===== config.mk =====
export PLATFORM = sky130hd
export DESIGN_NAME = fft_stage_sequencer
export DESIGN_NICKNAME = d
export VERILOG_FILES = /design/src/rtl/fft_stage_sequencer.sv
export SDC_FILE = /design/constraint.sdc
export NUM_CORES = 1
export LEC_CHECK = 0
export ABC_AREA = 1
export CAP_MARGIN = 20
export CORE_AREA = 2 2 400 402
export DETAILED_ROUTE_END_ITERATION = 8
export DIE_AREA = 0 0 402 404
export GPL_ROUTABILITY_DRIVEN = 0
export REMOVE_ABC_BUFFERS = 1
export SLEW_MARGIN = 10
export SYNTH_ARGS = -nofsm -noshare
export SYNTH_HDL_FRONTEND = slang
export SYNTH_SLANG_ARGS = --single-unit

===== constraint.sdc =====
create_clock -name clk -period 4.32 [get_ports clk]
set_clock_uncertainty 0.2 [all_clocks]
set_input_delay 0.432 -clock clk [delete_from_list [all_inputs] [get_ports clk]]
set_output_delay 0.432 -clock clk [all_outputs]
set_load 0.05 [all_outputs]

===== src/rtl/fft_stage_sequencer.sv =====
// fft_stage_sequencer: iterative radix-2 DIT FFT controller that loads a frame bit-reversed,
// runs it through one shared butterfly stage NPOINT times, then presents the result downstream.
module fft_stage_sequencer #(
    parameter int WIDTH = 16,
    parameter int NPOINT = 3,
    localparam int N = 1 << NPOINT,
    localparam int STEP_W = (NPOINT > 1) ? $clog2(NPOINT) : 1
) (
    input  logic                 clk,
    input  logic                 rst,
    input  logic                 din_valid_i,
    output logic                 din_busy_o,
    input  logic [WIDTH*N-1:0]   din_real_i,
    input  logic [WIDTH*N-1:0]   din_imag_i,
    output logic                 bf_din_valid_o,
    output logic [STEP_W-1:0]    bf_step_o,
    output logic [WIDTH*N-1:0]   bf_din_real_o,
    output logic [WIDTH*N-1:0]   bf_din_imag_o,
    input  logic                 bf_dout_valid_i,
    input  logic [WIDTH*N-1:0]   bf_dout_real_i,
    input  logic [WIDTH*N-1:0]   bf_dout_imag_i,
    output logic                 dout_valid_o,
    input  logic                 dout_busy_i,
    output logic [WIDTH*N-1:0]   dout_real_o,
    output logic [WIDTH*N-1:0]   dout_imag_o
);
    typedef enum logic [1:0] {IDLE, ISSUE, WAIT, OUT} state_t;
    localparam logic [STEP_W-1:0] LAST = STEP_W'(NPOINT - 1);
    state_t state_q, state_d;
    logic [STEP_W-1:0] s_q, s_d;
    logic [WIDTH*N-1:0] re_q, re_d, im_q, im_d, rev_re, rev_im;

    function automatic int bitrev(input int v);
        int r;
        r = 0;
        for (int b = 0; b < NPOINT; b++) r = r | (((v >> b) & 1) << (NPOINT - 1 - b));
        return r;
    endfunction

    for (genvar i = 0; i < N; i++) begin : g_rev
        localparam int R = bitrev(i);
        assign rev_re[R*WIDTH +: WIDTH] = din_real_i[i*WIDTH +: WIDTH];
        assign rev_im[R*WIDTH +: WIDTH] = din_imag_i[i*WIDTH +: WIDTH];
    end

    always_ff @(posedge clk) begin
        if (rst) begin
            state_q <= IDLE;
            s_q     <= '0;
            re_q    <= '0;
            im_q    <= '0;
        end else begin
            state_q <= state_d;
            s_q     <= s_d;
            re_q    <= re_d;
            im_q    <= im_d;
        end
    end

    // butterfly results are only accepted while waiting; strays elsewhere are dropped
    always_comb begin
        state_d = state_q;
        s_d     = s_q;
        re_d    = re_q;
        im_d    = im_q;
        case (state_q)
            IDLE: if (din_valid_i) begin
                state_d = ISSUE;
                s_d     = '0;
                re_d    = rev_re;
                im_d    = rev_im;
            end
            ISSUE: state_d = WAIT;
            WAIT: if (bf_dout_valid_i) begin
                re_d    = bf_dout_real_i;
                im_d    = bf_dout_imag_i;
                state_d = (s_q == LAST) ? OUT : ISSUE;
                s_d     = (s_q == LAST) ? s_q : s_q + STEP_W'(1);
            end
            OUT: if (!dout_busy_i) state_d = IDLE;
            default: state_d = IDLE;
        endcase
    end

    assign din_busy_o     = state_q != IDLE;
    assign bf_din_valid_o = state_q == ISSUE;
    assign dout_valid_o   = state_q == OUT;
    assign bf_step_o      = s_q;
    assign bf_din_real_o  = re_q;
    assign bf_din_imag_o  = im_q;
    assign dout_real_o    = re_q;
    assign dout_imag_o    = im_q;
endmodule


Yosys cells after proc, flatten, opt, wreduce, memory -nomap -nowiden
Index checks and enable logic that the tools add are counted.
{"block": "word_totals", "regBits": 260, "latch_bits": 0, "ram_bits": 0, "rom_bits": 0, "input_bits": 517, "out_inout_bits": 517, "wordCells": 34, "memories": 0}
{"block": "classes", "add_sub_neg": 1, "mul": 0, "div_mod_pow": 0, "magnitude_cmp": 0, "eq_ne": 8, "shift": 0, "mux": 15, "bitwise": 0, "reduce_logical": 6}
{"cell": "two-way mux 128 bit", "count": 4}
{"cell": "case mux 128 bit (2 select lines)", "count": 2}
{"cell": "two-way mux 2 bit", "count": 7}
{"cell": "inequality test 2 bit (second input constant)", "count": 4}
{"cell": "case mux 2 bit (4 select lines)", "count": 1}
{"cell": "equality test 2 bit (second input constant)", "count": 3}
{"cell": "AND reduction 3 bit", "count": 2}
{"cell": "case mux 2 bit (2 select lines)", "count": 1}
{"cell": "AND reduction 4 bit", "count": 1}
{"cell": "nonzero test 2 bit", "count": 2}
{"cell": "adder 2 x 1 -> 2 bit (second input constant)", "count": 1}
{"cell": "equality test 2 x 1 -> 1 bit (second input constant)", "count": 1}
{"cell": "logical NOT 2 bit", "count": 1}

Logic depth before layout (Yosys ltp)
{"block": "depth", "depth_word": 4, "ltp_mapped": 10, "ltp_nobuf": 7}

Worst setup path after synthesis
Ideal clock, no wire load.
{"block": "synth_timing", "path_type": "register to output", "from": "reg state_q[1]", "to": "out bf_din_valid_o", "t_arrival_ns": 1.451, "required_ns": 3.688, "setup_slack_ns": 2.237, "stages_incl_launch_ff": 5, "n_path_buf": 3, "path_cell_list": "dfxtp_1 > buf_6 > buf_2 > buf_1 > nor2_1"}
{"block": "synth_via", "elab_chain_cells": 1}
{"item": "from (decl)", "line_no": "29", "text": "state_t state_q, state_d;"}
{"item": "from (signal assigned)", "line_no": "53", "text": "state_q <= state_d;"}
{"item": "equality test 2 x 1 -> 1 bit", "line_no": "86", "text": "assign bf_din_valid_o = state_q == ISSUE;"}
{"item": "to (decl)", "line_no": "15", "text": "output logic bf_din_valid_o,"}
Every way passes these cells.

Worst setup path in the final report
Ends and elaborated chain as after synthesis.

==> results summary <==
The number of buffers and inverters on the critical path is 2. The met3 usage came out at approximately 7%. The critical register-to-register path startpoint is state_q[0].

The global-route layer with the greatest usage is met2. Of the synthesized area, sequential elements account for between 30 and 40%. In the post-synthesis netlist, the biggest area contributors are sky130_fd_sc_hd__dfxtp_1 32%, sky130_fd_sc_hd__nand2_1 24%, sky130_fd_sc_hd__buf_4 14%. STA classifies the critical path endpoint as an output port. Buffers added to address setup during post-CTS repair amount to 0.

The total number of nets in the final design is just under 4000. The normalized max-slew margin came out at around 31%. The starting density of the core is about a tenth. The fill cell instance count of the final layout came out at about 18000. Walking the worst path, the cells encountered are buf_12 -> nor2_1 -> clkdlybuf4s50_1. The instance area at placement came out at approximately 27000 sq um. The mean routed wirelength per cell is roughly 23 microns.

The final instance area came out at 28000 sq um. The worst register-to-register path ends at bf_din_imag_o[91]. The launching instance or port of the critical path is state_q[1]. The pin slew with the least headroom to its limit came out at 1.03 ns. The post-CTS clock slew at the launch and capture registers of the worst setup and hold paths is approximately 0.050 ns. The via count of the first global-routing pass came out at roughly 18000. For the worst setup path, the data required time is approximately 3.7 ns. The detailed-routing iteration count for the pre-antenna-repair pass came out at 5.

The total area of sequential cells came out at between 5000 and 6000 sq um. The area share of the largest cell type after synthesis is between 30% and 40%. The depth of the worst register-to-register path is 7. The slowest stage of the critical path is the sky130_fd_sc_hd__clkdlybuf4s50_1 cell. The TritonCTS buffer count is 38. For the worst setup path, the data arrival time is 2.49 ns. The H-tree depth came out at 2. Dividing the detail-routed via count by the number of cells gives between 3 and 4.

The met2 track demand over resource came out at between 20% and 30%. The leakage power summed over all cells came out at 0.0125 uW. The DRC violation count after routing is 0. The fraction of met1 tracks used by global routing came out at between 10% and 20%. The clock latency on the worst-skew pair came out at roughly 0.56 ns. The root buffer cell is sky130_fd_sc_hd__clkbuf_16. The delay of the slowest cell on the worst path is between 0.7 and 0.8 ns.

The power per unit of standard cell area came out at slightly below 500 nW/um^2. During I/O placement, the number of pins put on the boundary was around 1000. The initial antenna violation count came out at 79. The vias after detailed routing came out at slightly below 20000.

TritonCTS built the clock tree. The number of nets with antenna violations after routing is 0. The maximum clock frequency came out at 0.320 GHz. The synthesized netlist occupies a cell area of 16200 sq um. The area of the core region is ~160000 sq um. The number of cell rows came out at 146. The utilization after layout came out at between 10% and 20%. The cell count along the critical path is 3. The post-synthesis cell count came out at between 2000 and 3000.

The number of hold buffers added after CTS is 0. The post-route netlist has under 10% of its cells at a drive strength greater than 1. The number of endpoints with negative hold slack in the final report came to 0. The termination of the worst setup path is bf_din_valid_o.

The die is 404 microns tall. The final non-filler cell total came out at 5559. Dividing the final minimum period by the clock period gives between 70 and 80%.

The flow ran to the end, and the final reports show no timing, DRC or antenna violations. The total congestion overflow after global routing came out at 0. Entering global routing, the biggest net connects 130 pins. Gates resized during post-CTS repair numbered 0. The multi-input combinational cells in the finished layout cover a total of 7190 sq um.

The deepest clock path buffer count came out at 3. In this run, the number of DRC markers left after iteration 0 of detailed routing was 1351. The setup-violating endpoint count in the final report came out at 0. In this run the tool buffered the top-level ports with ~1000 buffer cells. The total wire length after detailed routing is between 100000 and 150000 microns.

The setup slack of the most critical reg-to-reg path is ~1.7 ns. The mean instance size in the synthesized netlist is slightly below 6 sq um. The biggest area consumer among synthesized cells is sky130_fd_sc_hd__dfxtp_1.

The number of unique standard cell types used by synthesis came out at 16. The number of synthesized register bits is 260. The first-pass GRT wire length came out at between 150000 and 200000 microns. The global router's overall resource usage came out at between 10% and 20%. The number of max-slew violations in the final report is 0. Setup repair after global routing left no endpoint under its margin. The area added between synthesis and finish came out at 73.1%. The die covers ~160000 sq um. The width of the die is between 400 and 500 microns. The tightest min-delay check is of the in2reg type. The kind of start point of the critical path is a register. The HPWL after detailed placement is approximately 110000 microns. The tool flagged a number of max-cap violations equal to 0. The maximum vdd ir drop is 0.000271 V. The total clock sinks is between 200 and 300. For the finished layout, the period the worst path requires is ~3.1 ns. In this run the worst path has a maximum fanout of between 100 and 150. Once placement completed, the tool counted placed cells totaling about 5500. The kind of critical path is reg2out.

The number of warning messages in the yosys log is 0. Summed over all failing endpoints, the final setup total negative slack is 0 ns. The overall power consumption came out at 13800 uW. The kind of cell with the highest combined delay on the critical path is buffers and inverters.
## worst min-delay path by stage
stage | cells after the start | end | start
6_report | 3 | state_q[0] | dout_busy_i
5_1_grt | 3 | state_q[0] | dout_busy_i
4_1_cts | 3 | state_q[0] | dout_busy_i
3_5_place_dp | 4 | bf_din_real_o[58] | bf_din_real_o[58]
3_3_place_gp | 4 | bf_din_real_o[125] | bf_din_real_o[125]
2_1_floorplan | 1 | state_q[0] | rst
## cell usage in the layout, fill, tap and decap left out, types with 3 or more instances in the layout
master / n
sky130_fd_sc_hd__a21oi_1: 3
sky130_fd_sc_hd__buf_12: 10
sky130_fd_sc_hd__buf_4: 34
sky130_fd_sc_hd__clkbuf_1: 10
sky130_fd_sc_hd__clkbuf_16: 40
sky130_fd_sc_hd__clkbuf_8: 4
sky130_fd_sc_hd__clkdlybuf4s50_1: 1033
sky130_fd_sc_hd__dfxtp_1: 259
sky130_fd_sc_hd__diode_2: 7
sky130_fd_sc_hd__inv_1: 262
sky130_fd_sc_hd__nand2_1: 1032
sky130_fd_sc_hd__nand3_1: 257
sky130_fd_sc_hd__nor2_1: 521
## flip-flops by register name, indices dropped and copies added (netlist names)
signal / flops
bf_din_real_o: 128
state_q: 2
bf_step_o: 2
bf_din_imag_o: 128
## layer usage
metal,vias to the layer above,wire length [microns],share of wire (%)
met5,-,340,0.27
met1,8893,50300,40
li1,9341,-,-
met2,925,57400,46
met4,50,3700,2.9
met3,217,14400,11
## worst reg2reg max path: cells and delay by family, from the launching register on
family        cells  cell delay (ns)
simple gates      5             1.14
buf+inv           2             0.82
flops             1             0.48
## kinds of logic after synthesis
logic type	after synthesis	synth area share, %
AOI/OAI and AO/OA	3	0.0928
adders and majority gates	1	0.0773
buffers and inverters	690	23.5
DFF	260	32.2
and+or+nand+nor	1814	44.1
## stage by stage
step	hold slack [ns]	setup slack [ns]
final	0.285	1.19
after global routing	0.239	1.02
after CTS	0.195	1.07
after detailed placement	0.317	1.53
after global placement	0.315	1.59
after floorplan	0.301	-10.79
## power by group
part | total, uW | leakage, uW | internal, uW | switching, uW
logic | 7360 | 0.00974 | 2240 | 5120
clock network | 3170 | 0.000584 | 1870 | 1300
registers | 3280 | 0.00216 | 2810 | 477
total | 13800 | 0.0125 | 6910 | 6900
## final cells by class
cell class,count,area share (%)
well taps,2072,9.25
clock buffers,54,3.90
repair buffers,1077,38.5
inverters,264,3.59
clock inverters,7,0.406
flip-flops and latches,260,18.6
diodes,7,0.0625
multi-input cells,1818,25.7
## synth_stat cells
cell type                  count
sky130_fd_sc_hd__buf_6         5
sky130_fd_sc_hd__nand3_1     258
sky130_fd_sc_hd__buf_1         8
sky130_fd_sc_hd__ha_1          1
sky130_fd_sc_hd__buf_2        38
sky130_fd_sc_hd__clkbuf_1     73
sky130_fd_sc_hd__a21oi_1       3
sky130_fd_sc_hd__dfxtp_1     260
sky130_fd_sc_hd__nor2_1      521
sky130_fd_sc_hd__nor2_2        1
sky130_fd_sc_hd__inv_2         1
sky130_fd_sc_hd__nand3_2       1
sky130_fd_sc_hd__inv_1       262
sky130_fd_sc_hd__nand2_1    1033
sky130_fd_sc_hd__buf_4       302
sky130_fd_sc_hd__clkinv_1      1
No activity file was read; power rests on OpenSTA's default activity.
==> patch, RTL diff (same settings) <==
Re-encode `state_t` (4 states) as one-hot, 4 bits wide.
--- a/src/rtl/fft_stage_sequencer.sv
+++ b/src/rtl/fft_stage_sequencer.sv
@@ -24,7 +24,7 @@
     output logic [WIDTH*N-1:0]   dout_real_o,
     output logic [WIDTH*N-1:0]   dout_imag_o
 );
-    typedef enum logic [1:0] {IDLE, ISSUE, WAIT, OUT} state_t;
+    typedef enum logic [3:0] {IDLE = 4'b0001, ISSUE = 4'b0010, WAIT = 4'b0100, OUT = 4'b1000} state_t;
     localparam logic [STEP_W-1:0] LAST = STEP_W'(NPOINT - 1);
     state_t state_q, state_d;
     logic [STEP_W-1:0] s_q, s_d;
Check against the original RTL: no difference found for any inputs over 4 cycles, from zero or initial values and one cycle with rst high; so few cycles prove little.
==> patch against the original RTL <==
Setup slack lost 0.27 ns. Cell area grew 0.41%. Power grew 39%. First-iteration DRC count grew 7.5%. Non-clock buffer count shrank 24. Via count shrank 1.2%. Synthesized area shrank 0.32%. Register-to-register slack lost 0.29 ns. Sequential cell count grew 2. Die area is the same. Routed wire length grew 0.91%. Critical endpoint is now dout_valid_o.
==> patch: results <==
export IMPL_run_status="finished, final reports clean"
export IMPL_ys_seq_area_share_pct=32.5
export IMPL_final_hold_viol_count=0
export IMPL_post_synth_top_cells="sky130_fd_sc_hd__nand2_1, sky130_fd_sc_hd__nor2_1, sky130_fd_sc_hd__inv_1, sky130_fd_sc_hd__nand3_1, sky130_fd_sc_hd__dfxtp_1"
export IMPL_tightest_slew_margin_relative_to_the_limit_pct=22.4
export IMPL_instance_count_of_the_mapped_netlist=2780
export IMPL_final_routed_wire_length_divided_by_cell_count_um=22.9
export IMPL_cts_buffers=41
export IMPL_yosys_warnings=0
export IMPL_grt_pass1_vias=17800
export IMPL_grt_usage_pct=14.9
export IMPL_leak_uw=0.0125
export IMPL_share_of_the_synthesized_area_in_compound_gates_ao_oa_aoi_oai_pct=0.155
export IMPL_synth_cell_type_count=18
export IMPL_vdd_ir_drop_max_mv=0.283
export IMPL_drive_gt1_share_pct=2.67
export IMPL_routedLengthMet1_mm=48.0
export IMPL_arrival_time_worst_endpoint_ns=2.77
export IMPL_drt_iter0_drc=1452
export IMPL_grt_max_degree=164
export IMPL_dp_hpwl_mm=107
export IMPL_min_delay_path_class="in2reg"
export IMPL_route_met2_wl_mm=58.5
export IMPL_grt_first_pass_wirelength_mm=164
export IMPL_detailedRoute_firstPassIterationCount=5
export IMPL_placed_cells_incl_taps=5481
export IMPL_final_common_cell="sky130_fd_sc_hd__nand2_1"
export IMPL_synth_adder_area_share_pct=0.0776
export IMPL_cts_root_buf="sky130_fd_sc_hd__clkbuf_16"
export IMPL_route_met3_wl_mm=16.8
export IMPL_highest_layer="met5"
export IMPL_crit_fanout=50
export IMPL_drt_total_wl_mm=127
export IMPL_grt_antenna_before_repair=83
export IMPL_synth_mux_area_share_pct=0
export IMPL_clock_tree_htree_level_count=2
export IMPL_worst_skew_pair_late_latency_ns=0.58
export IMPL_num_nets_final=3970
export IMPL_filler_cell_count=18000
export IMPL_synth_area_leaders="sky130_fd_sc_hd__dfxtp_1, sky130_fd_sc_hd__nand2_1, sky130_fd_sc_hd__nor2_1"
export IMPL_route_vias_total=19200
patch: changes by cell type in the layout (fill, tap and decap cells not counted), moves of 4 or more:
cell / change
sky130_fd_sc_hd__buf_4: -24
sky130_fd_sc_hd__clkbuf_8: +5
sky130_fd_sc_hd__clkinv_2: +4
sky130_fd_sc_hd__diode_2: +8
sky130_fd_sc_hd__inv_6: +5
sky130_fd_sc_hd__nand3_1: +6
patch: through the flow:
step	setup WS, ns	area [um^2]
after floorplan	-10.61	13500
after global placement	1.38	26700
after detailed placement	1.32	26700
after CTS	0.782	28100
after global routing	0.743	28100
final	0.923	28100
patch: per-layer routing:
| metal | vias to the layer above | global-route usage, % |
|---|---|---|
| li1 | 9364 | - |
| met1 | 8704 | 16.6 |
| met2 | 834 | 24.3 |
| met3 | 217 | 8.38 |
| met4 | 76 | 3.71 |
| met5 | - | 0 |
patch: logic make-up after synthesis:
| group | after synthesis |
|---|---|
| simple gates | 1824 |
| buf+inv | 689 |
| flops | 262 |
| compound gates | 4 |
| fa+ha+maj | 1 |
patch: report_power, final:
group / internal (uW) / switching (uW) / leakage [uW]
Sequential: 3120 / 719 / 0.00218
Clock: 2140 / 1420 / 0.000685
Combinational: 3330 / 8420 / 0.00968
Total: 8590 / 10600 / 0.0125
patch: path summary, 6_finish.rpt:
| kind | start | endpoint | slack, ns | cells after the start |
|---|---|---|---|---|
| max reg2reg | state_q[0] | bf_din_imag_o[3] | 1.36 | 8 |
| min | dout_busy_i | state_q[3] | 0.26 | 3 |
| max | state_q[0] | dout_valid_o | 0.92 | 5 |
| min reg2reg | bf_din_imag_o[51] | bf_din_imag_o[51] | 0.33 | 4 |
patch: critical path, cell delays in order (launching register included):
cell                              delay, ns
sky130_fd_sc_hd__dfxtp_1               0.36
sky130_fd_sc_hd__nor2_4                0.15
sky130_fd_sc_hd__buf_4                 0.54
sky130_fd_sc_hd__nand2_1               0.10
sky130_fd_sc_hd__nor2_1                0.18
sky130_fd_sc_hd__clkdlybuf4s50_1       0.86
patch: cell type report:
class,count,area share (%)
antenna,15,0.133
clock inverter,16,0.734
tap,2072,9.22
sequential,262,18.6
clock buffer,57,4.18
multi-input combinational,1829,25.8
inverter,265,3.56
timing repair buffer,1053,37.7
